[config.mk]
export PLATFORM = sky130hd
export DESIGN_NAME = uart_rx
export DESIGN_NICKNAME = d
export VERILOG_FILES = /design/src/rtl/uart_pkg.sv /design/src/rtl/rx_sync.sv /design/src/rtl/uart_rx.sv
export SDC_FILE = /design/constraint.sdc
export NUM_CORES = 1
export LEC_CHECK = 0
export ABC_AREA = 1
export CORE_MARGIN = 3
export CORE_UTILIZATION = 45
export DETAILED_ROUTE_END_ITERATION = 12
export HOLD_SLACK_MARGIN = 0.03
export PLACE_DENSITY = 0.66
export SETUP_SLACK_MARGIN = 0.2
export SYNTH_ARGS = -nofsm -noshare
export SYNTH_HDL_FRONTEND = slang
export SYNTH_SLANG_ARGS = --single-unit
[constraint.sdc]
create_clock -name clock_IN -period 2.3 [get_ports clock_IN]
set_input_delay 0.345 -clock clock_IN [delete_from_list [all_inputs] [get_ports clock_IN]]
set_output_delay 0.345 -clock clock_IN [all_outputs]
set_load 0.005 [all_outputs]
[src/rtl/uart_pkg.sv]
// Shared types and defaults for the UART receiver.
// The PARITY state only exists when UART_RX_PARITY_EN is defined.
package uart_pkg;

  localparam int DEFAULT_OVERSAMPLE = 8;
  localparam int DEFAULT_DATA_BITS  = 8;

`ifdef UART_RX_PARITY_EN
  typedef enum logic [2:0] {IDLE, START, DATA, PARITY, STOP} rx_state_t;
`else
  typedef enum logic [1:0] {IDLE, START, DATA, STOP} rx_state_t;
`endif

endpackage

[src/rtl/rx_sync.sv]
// Two-flop synchronizer for the serial line; both flops reset to the idle
// (high) level so a reset never looks like a start edge.
module rx_sync (
  input  logic clock_IN,
  input  logic reset_n_IN,
  input  logic async_IN,
  output logic sync_OUT
);

  logic meta;

  always_ff @(posedge clock_IN or negedge reset_n_IN) begin
    if (!reset_n_IN) begin
      meta     <= 1'b1;
      sync_OUT <= 1'b1;
    end else begin
      meta     <= async_IN;
      sync_OUT <= meta;
    end
  end

endmodule

[src/rtl/uart_rx.sv]
// Oversampling UART receiver: start-bit qualification at half a bit, then
// one sample per bit period, LSB first. Optional even parity: UART_RX_PARITY_EN.
module uart_rx
  import uart_pkg::*;
#(
  parameter int OVERSAMPLE = DEFAULT_OVERSAMPLE,
  parameter int DATA_BITS  = DEFAULT_DATA_BITS
) (
  input  logic                 clock_IN,
  input  logic                 reset_n_IN,
  input  logic                 sample_tick_IN,
  input  logic                 rx_IN,
  output logic [DATA_BITS-1:0] data_OUT,
  output logic                 data_valid_OUT,
  output logic                 frame_err_OUT,
  output logic                 busy_OUT
`ifdef UART_RX_PARITY_EN
  ,
  output logic                 parity_err_OUT
`endif
);

  localparam int TW = (OVERSAMPLE > 1) ? $clog2(OVERSAMPLE) : 1;
  localparam int BW = (DATA_BITS > 1) ? $clog2(DATA_BITS) : 1;
  localparam logic [TW-1:0] HALF_LAST = TW'(OVERSAMPLE / 2 - 1);
  localparam logic [TW-1:0] FULL_LAST = TW'(OVERSAMPLE - 1);
  localparam logic [BW-1:0] BIT_LAST  = BW'(DATA_BITS - 1);

  rx_state_t            state, state_next;
  logic [TW-1:0]        tick_cnt, tick_next;
  logic [BW-1:0]        bit_cnt, bit_next;
  logic [DATA_BITS-1:0] shift_reg, shift_next, data_next;
  logic                 armed, armed_next;
  logic                 valid_next, ferr_next;
  logic                 rx_s;
`ifdef UART_RX_PARITY_EN
  logic                 parity_bad, parity_bad_next, perr_next;
`endif

  rx_sync u_sync (
    .clock_IN  (clock_IN),
    .reset_n_IN(reset_n_IN),
    .async_IN  (rx_IN),
    .sync_OUT  (rx_s)
  );

  assign busy_OUT = (state != IDLE);

  always_ff @(posedge clock_IN or negedge reset_n_IN) begin
    if (!reset_n_IN) begin
      state          <= IDLE;
      tick_cnt       <= '0;
      bit_cnt        <= '0;
      shift_reg      <= '0;
      armed          <= 1'b0;
      data_OUT       <= '0;
      data_valid_OUT <= 1'b0;
      frame_err_OUT  <= 1'b0;
`ifdef UART_RX_PARITY_EN
      parity_bad     <= 1'b0;
      parity_err_OUT <= 1'b0;
`endif
    end else begin
      state          <= state_next;
      tick_cnt       <= tick_next;
      bit_cnt        <= bit_next;
      shift_reg      <= shift_next;
      armed          <= armed_next;
      data_OUT       <= data_next;
      data_valid_OUT <= valid_next;
      frame_err_OUT  <= ferr_next;
`ifdef UART_RX_PARITY_EN
      parity_bad     <= parity_bad_next;
      parity_err_OUT <= perr_next;
`endif
    end
  end

  // Everything advances only on sample ticks; pulses are registered so they
  // appear on the clock after the sampling tick.
  always_comb begin
    state_next = state;
    tick_next  = tick_cnt;
    bit_next   = bit_cnt;
    shift_next = shift_reg;
    armed_next = armed;
    data_next  = data_OUT;
    valid_next = 1'b0;
    ferr_next  = 1'b0;
`ifdef UART_RX_PARITY_EN
    parity_bad_next = parity_bad;
    perr_next       = 1'b0;
`endif
    if (sample_tick_IN) begin
      case (state)
        IDLE: begin
          if (!armed) begin
            armed_next = rx_s;
          end else if (!rx_s) begin
            state_next = START;
            tick_next  = '0;
          end
        end
        START: begin
          if (tick_cnt == HALF_LAST) begin
            tick_next = '0;
            bit_next  = '0;
            state_next = rx_s ? IDLE : DATA;
          end else begin
            tick_next = tick_cnt + 1'b1;
          end
        end
        DATA: begin
          if (tick_cnt == FULL_LAST) begin
            tick_next  = '0;
            shift_next = {rx_s, shift_reg[DATA_BITS-1:1]};
            if (bit_cnt == BIT_LAST) begin
              bit_next = '0;
`ifdef UART_RX_PARITY_EN
              state_next = PARITY;
`else
              state_next = STOP;
`endif
            end else begin
              bit_next = bit_cnt + 1'b1;
            end
          end else begin
            tick_next = tick_cnt + 1'b1;
          end
        end
`ifdef UART_RX_PARITY_EN
        PARITY: begin
          if (tick_cnt == FULL_LAST) begin
            tick_next       = '0;
            parity_bad_next = rx_s ^ (^shift_reg);
            state_next      = STOP;
          end else begin
            tick_next = tick_cnt + 1'b1;
          end
        end
`endif
        // A low stop bit leaves start detection disarmed, so a held break
        // yields a single frame error until the line goes high again.
        STOP: begin
          if (tick_cnt == FULL_LAST) begin
            tick_next  = '0;
            state_next = IDLE;
            armed_next = rx_s;
            ferr_next  = !rx_s;
`ifdef UART_RX_PARITY_EN
            perr_next       = parity_bad;
            parity_bad_next = 1'b0;
            if (rx_s && !parity_bad) begin
`else
            if (rx_s) begin
`endif
              data_next  = shift_reg;
              valid_next = 1'b1;
            end
          end else begin
            tick_next = tick_cnt + 1'b1;
          end
        end
        default: state_next = IDLE;
      endcase
    end
  end

endmodule

==> out/results.txt, run 1 <==
Total internal power: 970 uW
Synth area leader: dfrtp_1
Routed WL per cell: 11.6 um
Initial Utilization: 0.495
CTS Buf Count: 5
Vias per cell: 4.93
Combinational Power Share: 0.289
Syn Area/Cell: 9.29 um^2
Initial antenna violation count: 0
WHS Path Cells: 0
Cells after Synth: 138
Number of port buffers: 14
Outcome: complete, no violations
Largest cells by area after synthesis: dfrtp_1 (53%), nand2_1 (8.2%), ha_1 (5.9%)
Die height: 59.4 um
Area growth from synthesis to layout: 18.6%
Reg power frac: 0.476
Layout cells sized above 1: 0.126
Rows: 18
Pins Over Slew Limit: 0
Min Clock Period, post-route: 1.91 ns
Cts hold-fix bufs: 0
1st-iter DRT viols: 27
Yosys reg bits: 29
Slew headroom: 0.600
R2R depth: 6
# nets final: 168
Final core occ: 0.587
Worst slew pin tran: 0.598 ns
First-pass GRT wire length: 3.62 mm
Mapped Area: 1280 um^2
Final WL: 2.20 mm
Core area: 2590 um^2
Synth warnings: 0
Die Area: 3530 um^2
Clock share of power: 0.235
Top_reg_cell synth: dfrtp_1
Post-CTS sizing: 0
Diode count: 0
Sw Ratio: 0.344
Post-CTS setup buffer count: 0
Skew-Pair Late Insertion Delay: 0.33 ns
CP required: 1.96 ns
Clock buffer depth: 2
Via count: 931
Crit. End Element: output port
GP Congestion: 0.853
Sink Count: 29
# IOs: 15
Crit Path Max Fanout: 6
H-tree Lvls: 2
Fmax: 0.523 GHz
Number of flops mapped to enable cells by yosys: 0
Max IR drop VDD: 0.000788 V
Tcrit/Tclk final: 0.832
GRT Overall Usage: 0.142
Register area share after synthesis: 0.568
Final HPWL from detailed placement: 1.52 mm
Remaining DRCs: 0
Mapped Nets: 148
PD cells: 973 nW/um^2
Max Cap Viol: 0
Total power: 1.48 mW
Endpoints failing setup: 0
Worst-path clk slew: 0.08 ns
CP arrival: 1.57 ns
Final hold violation count: 0
Switching power: 509 uW
Aggregate global routing overflow: 0
Leakage: 0.764 nW
TritonCTS clock tree: done
Startpoint Class: flip-flop
List of most frequent post-synthesis cells: nand2_1 (28), dfrtp_1 (27), inv_1 (17)
Setup TNS: 0 ns
CP Class: reg -> out
Root buffer cell: clkbuf_4
Largest net degree at the start of global routing: 30
Die width: 59.4 um
Final ANT Viol Nets: 0
Post-synth top area share: 0.527
RSZ-0062 raised after global routing: false
Clock Skew: 0.00933 ns
Hold Path Class: reg -> reg
TritonRoute pass-1 iters: 5
Top-count cell post-synth: nand2_1
Vias in the first global route: 837
Yosys cell types: 22
Ys async rst share: 1.00
-- placed cells by master (no fill, tap or decap) --
cell             instances
o31ai_1                  1
nor3_4                   1
inv_1                   17
ha_1                     6
nand3b_1                 1
o21ai_2                  1
nor3_1                   1
nand2_1                 28
nand3_1                  8
a21oi_1                  8
nand2_2                  3
clkdlybuf4s50_1         14
inv_2                    2
o21ai_1                  1
o21ai_0                 14
or2_2                    1
clkbuf_4                 5
dfrtp_1                 27
nand3_2                  1
clkinv_2                 1
nand4_1                  1
nor2_1                  12
clkbuf_8                 2
dfstp_2                  2
buf_4                    1
-- metrics by stage --
| stage | setup WS, ns | area, um^2 | hold slack [ns] | instances |
|---|---|---|---|---|
| after floorplan | 0.874 | 1280 | 0.0494 | 138 |
| after global placement | 0.479 | 1450 | 0.346 | 181 |
| after detailed placement | 0.403 | 1450 | 0.347 | 181 |
| after CTS | 0.380 | 1520 | 0.359 | 189 |
| after global routing | 0.280 | 1520 | 0.368 | 189 |
| final | 0.387 | 1520 | 0.358 | 189 |
-- worst paths after layout --
path / from / endpoint / slack, ns
setup / recovery: flip-flop / busy_OUT / 0.39
hold / removal: u_sync.meta / u_sync.sync_OUT / 0.36
setup reg to reg: tick_cnt[0] / data_OUT[4] / 0.58
hold reg to reg: u_sync.meta / u_sync.sync_OUT / 0.36
max in group asynchronous: reset_n_IN / u_sync.meta / 1.60
min in group asynchronous: reset_n_IN / bit_cnt[2] / 0.39
-- kinds of logic after synthesis --
group	count (synthesis)	share of synthesized area
compound gates	25	0.102
fa+ha+maj	6	0.0585
buf+inv	21	0.0683
flops	29	0.568
simple gates	57	0.203
-- power groups by stage --
| stage | logic (mW) | clock network, mW | registers (mW) |
|---|---|---|---|
| global route | 0.490 | 0.388 | 0.724 |
| detailed placement | 0.426 | 0 | 0.712 |
| finish | 0.428 | 0.348 | 0.704 |
| CTS | 0.429 | 0.362 | 0.703 |
| global placement | 0.416 | 0 | 0.710 |
| floorplan | 0.291 | 0 | 0.696 |
-- cell type report --
type,instances,area (um^2)
Inverter,19,71.3
Multi-Input combinational cell,88,467
Sequential cell,29,728
Timing Repair Buffer,15,148
Clock buffer,7,65.1
Clock inverter,1,5.00
Fill cell,239,1070
Tap cell,30,37.5
-- critical path: stages (launching register included) --
cell and delay (ns):
dfrtp_1 0.46, inv_1 0.13, nand2_2 0.13, clkdlybuf4s50_1 0.52
-- metal layers --
| metal | share of wire | global-route usage |
|---|---|---|
| met3 | 0.069 | 0.0588 |
| met1 | 0.51 | 0.207 |
| met5 | 0 | 0 |
| met2 | 0.41 | 0.187 |
| met4 | 0.012 | 0.0485 |
(Power assumes the default switching activity.)
==> run 2, diff against run 1 <==
clock period = 1.8 ns   (was 2.3 ns; I/O delays follow)
==> run 2 against run 1 <==
Against the previous run: highest routed layer unchanged; sequential share of layout area decreased by 1.3 points; via count increased by 4.1%; critical endpoint is now data_OUT[4]; global-route usage increased by 2.2 points; clock skew decreased by 0.0036 ns; sequential power increased by 25%; combinational power increased by 42%; design area increased by 3.1%.
==> out/results.txt, run 2 (synthesized netlist as in run 1, its figures left out) <==
Vias in the first global route: 969 (was 837)
Vias per cell: 4.99 (was 4.93)
# IOs: 15 (unchanged)
Rows: 18 (unchanged)
CTS Buf Count: 5 (unchanged)
Remaining DRCs: 0 (unchanged)
DP Cell Count: 182 (was 181)
Clock Skew: 0.00577 ns (was 0.00933 ns)
Clock buffer depth: 2 (unchanged)
Reg2Reg Setup Slack: 0.30 ns (was 0.58 ns)
GP Congestion: 0.815 (was 0.853)
Worst slew pin tran: 0.359 ns (was 0.598 ns)
CP required: 2.05 ns (was 1.96 ns)
Final WL: 2.47 mm (was 2.20 mm)
Largest net degree at the start of global routing: 30 (unchanged)
Die width: 59.4 um (unchanged)
Clock share of power: 0.236 (was 0.235)
Routed WL per cell: 12.7 um (was 11.6 um)
Fmax: 0.665 GHz
Setup TNS: 0 ns (unchanged)
Area growth from synthesis to layout: 22.3% (was 18.6%)
Cts hold-fix bufs: 0 (unchanged)
Initial Utilization: 0.495 (unchanged)
Crit-path slowest cell: dfrtp_1 (was clkdlybuf4s50_1)
CP Class: reg -> reg (was reg -> out)
Die Area: 3530 um^2 (unchanged)
Sw Ratio: 0.350 (was 0.344)
Worst path bufs/invs: 1 (was 2)
GRT Overall Usage: 0.163 (was 0.142)
Final HPWL from detailed placement: 1.61 mm (was 1.52 mm)
Commonest non-fill, non-tap cell in the layout: nand2_1 (unchanged)
Skew-Pair Late Insertion Delay: 0.33 ns (about the same)
Endpoints failing setup: 0 (unchanged)
CP peak stage delay: 0.37 ns (was 0.52 ns)
Number of port buffers: 14 (unchanged)
Max IR drop VDD: 0.000828 V (was 0.000788 V)
Slew headroom: 0.760 (was 0.600)
Die height: 59.4 um (unchanged)
TritonRoute pass-1 iters: 4 (was 5)
CP arrival: 1.75 ns (was 1.57 ns)
Aggregate global routing overflow: 0 (unchanged)
1st-iter DRT viols: 51 (was 27)
Crit-path leading delay family: adder cells (was buffers and inverters)
Total internal power: 1.27 mW (was 970 uW)
Fin cells: 194 (was 189)
RSZ-0062 raised after global routing: true (was false)
TritonCTS clock tree: done (unchanged)
First-pass GRT wire length: 4.26 mm (was 3.62 mm)
Hold Path Class: in -> async (was reg -> reg)
Crit Path Max Fanout: 9 (was 6)
Crit-path cells: ha_1 -> ha_2 -> nand2_1 -> nor3_4 -> buf_6 -> nor2_1 -> a21oi_1 (was inv_1 -> nand2_2 -> clkdlybuf4s50_1)
Combinational Power Share: 0.312 (was 0.289)
Pins Over Slew Limit: 0 (unchanged)
H-tree Lvls: 2 (unchanged)
Number of fill cells: 219 (was 239)
Startpoint Class: flip-flop (unchanged)
Sink Count: 29 (unchanged)
Max Cap Viol: 0 (unchanged)
# nets final: 173 (was 168)
Tcrit/Tclk final: 0.835
Outcome: complete, no violations (unchanged)
Initial antenna violation count: 0 (unchanged)
Via count: 969 (was 931)
Final ANT Viol Nets: 0 (unchanged)
Switching power: 681 uW (was 509 uW)
Reg power frac: 0.452 (was 0.476)
Worst-path clk slew: 0.10 ns (was 0.08 ns)
PD cells: 1240 nW/um^2 (was 973 nW/um^2)
Diode count: 0 (unchanged)
Min Clock Period, post-route: 1.50 ns
Root buffer cell: clkbuf_4 (unchanged)
Final hold violation count: 0 (unchanged)
Most frequent cells in the layout: nand2_1 (28), dfrtp_1 (25), inv_1 (16), o21ai_0 (14), clkdlybuf4s50_1 (13) (was nand2_1 (28), dfrtp_1 (27), inv_1 (17), o21ai_0 (14), clkdlybuf4s50_1 (14))
Core area: 2590 um^2 (unchanged)
Leakage: 0.787 nW (was 0.764 nW)
Layout cells sized above 1: 0.183 (was 0.126)
Crit. End Element: flip-flop (was output port)
-- run 2: cell count changes in the layout (fill, tap and decap cells not counted), sizes merged --
cell | previous run | this run
clkdlybuf4s50 | 14 | 13
buf | 1 | 5
clkbuf | 7 | 8
dlygate4sd2 | 0 | 1
-- run 2: path summary, 6_finish.rpt --
kind                             start         endpoint  cells past startpoint
max reg2reg                tick_cnt[0]      data_OUT[4]                      7
min reg2reg                u_sync.meta  u_sync.sync_OUT                      0
max in group asynchronous   reset_n_IN      u_sync.meta                      2
max                        tick_cnt[0]      data_OUT[4]                      7
min                         reset_n_IN       bit_cnt[0]                      2
min in group clock_IN            rx_IN      u_sync.meta                      1
-- run 2: metal layers --
layer  vias up  share of wire  GRT usage  wire [um]
li1        493              -          -          -
met1       451           0.47      0.228       1170
met2        22           0.46      0.231       1130
met3         3          0.060     0.0675        148
met4         0         0.0093     0.0518         23
met5         -              0          0          0
-- run 2: worst register-to-register path: stages, from the launching register on --
cell,delay (ns)
dfrtp_1,0.37
ha_1,0.20
ha_2,0.21
nand2_1,0.11
nor3_4,0.17
buf_6,0.16
nor2_1,0.05
a21oi_1,0.15
-- run 2: layout make-up --
cell class              count  area (um^2)  share of cell area
clock buffers               7         65.1              0.0415
clock inverters             1         5.00             0.00319
inverters                  19         71.3              0.0455
multi-input cells          88          472               0.301
flip-flops and latches     29          731               0.466
well taps                  30         37.5              0.0239
repair buffers             20          188               0.120
-- run 2: stage by stage --
stage | area (um^2) | hold slack [ns] | util | power [mW] | worst slack, ns
floorplan | 1280 | -0.0256 | - | 1.26 | 0.374
global placement | 1460 | 0.345 | 0.563 | 1.44 | 0.236
detailed placement | 1460 | 0.348 | 0.563 | 1.46 | 0.163
CTS | 1550 | 0.323 | 0.597 | 1.95 | 0.236
global route | 1570 | 0.328 | 0.606 | 2.10 | 0.199
finish | 1570 | 0.313 | 0.606 | 1.95 | 0.297
-- run 2: power groups by stage --
stage	combinational [mW]	sequential [mW]	clock, mW
CTS	0.602	0.878	0.470
global route	0.694	0.905	0.504
finish	0.608	0.880	0.459
global placement	0.533	0.908	0
detailed placement	0.548	0.912	0
floorplan	0.371	0.889	0
-- run 2: timing repair --
item                                   4_1_cts  5_1_grt
endpoints found under the hold margin        0        0
setup endpoints to repair                    1       10
resized for setup                            4        4
pin swaps                                    0        2
setup buffers                                2        1
gates cloned                                 0        1
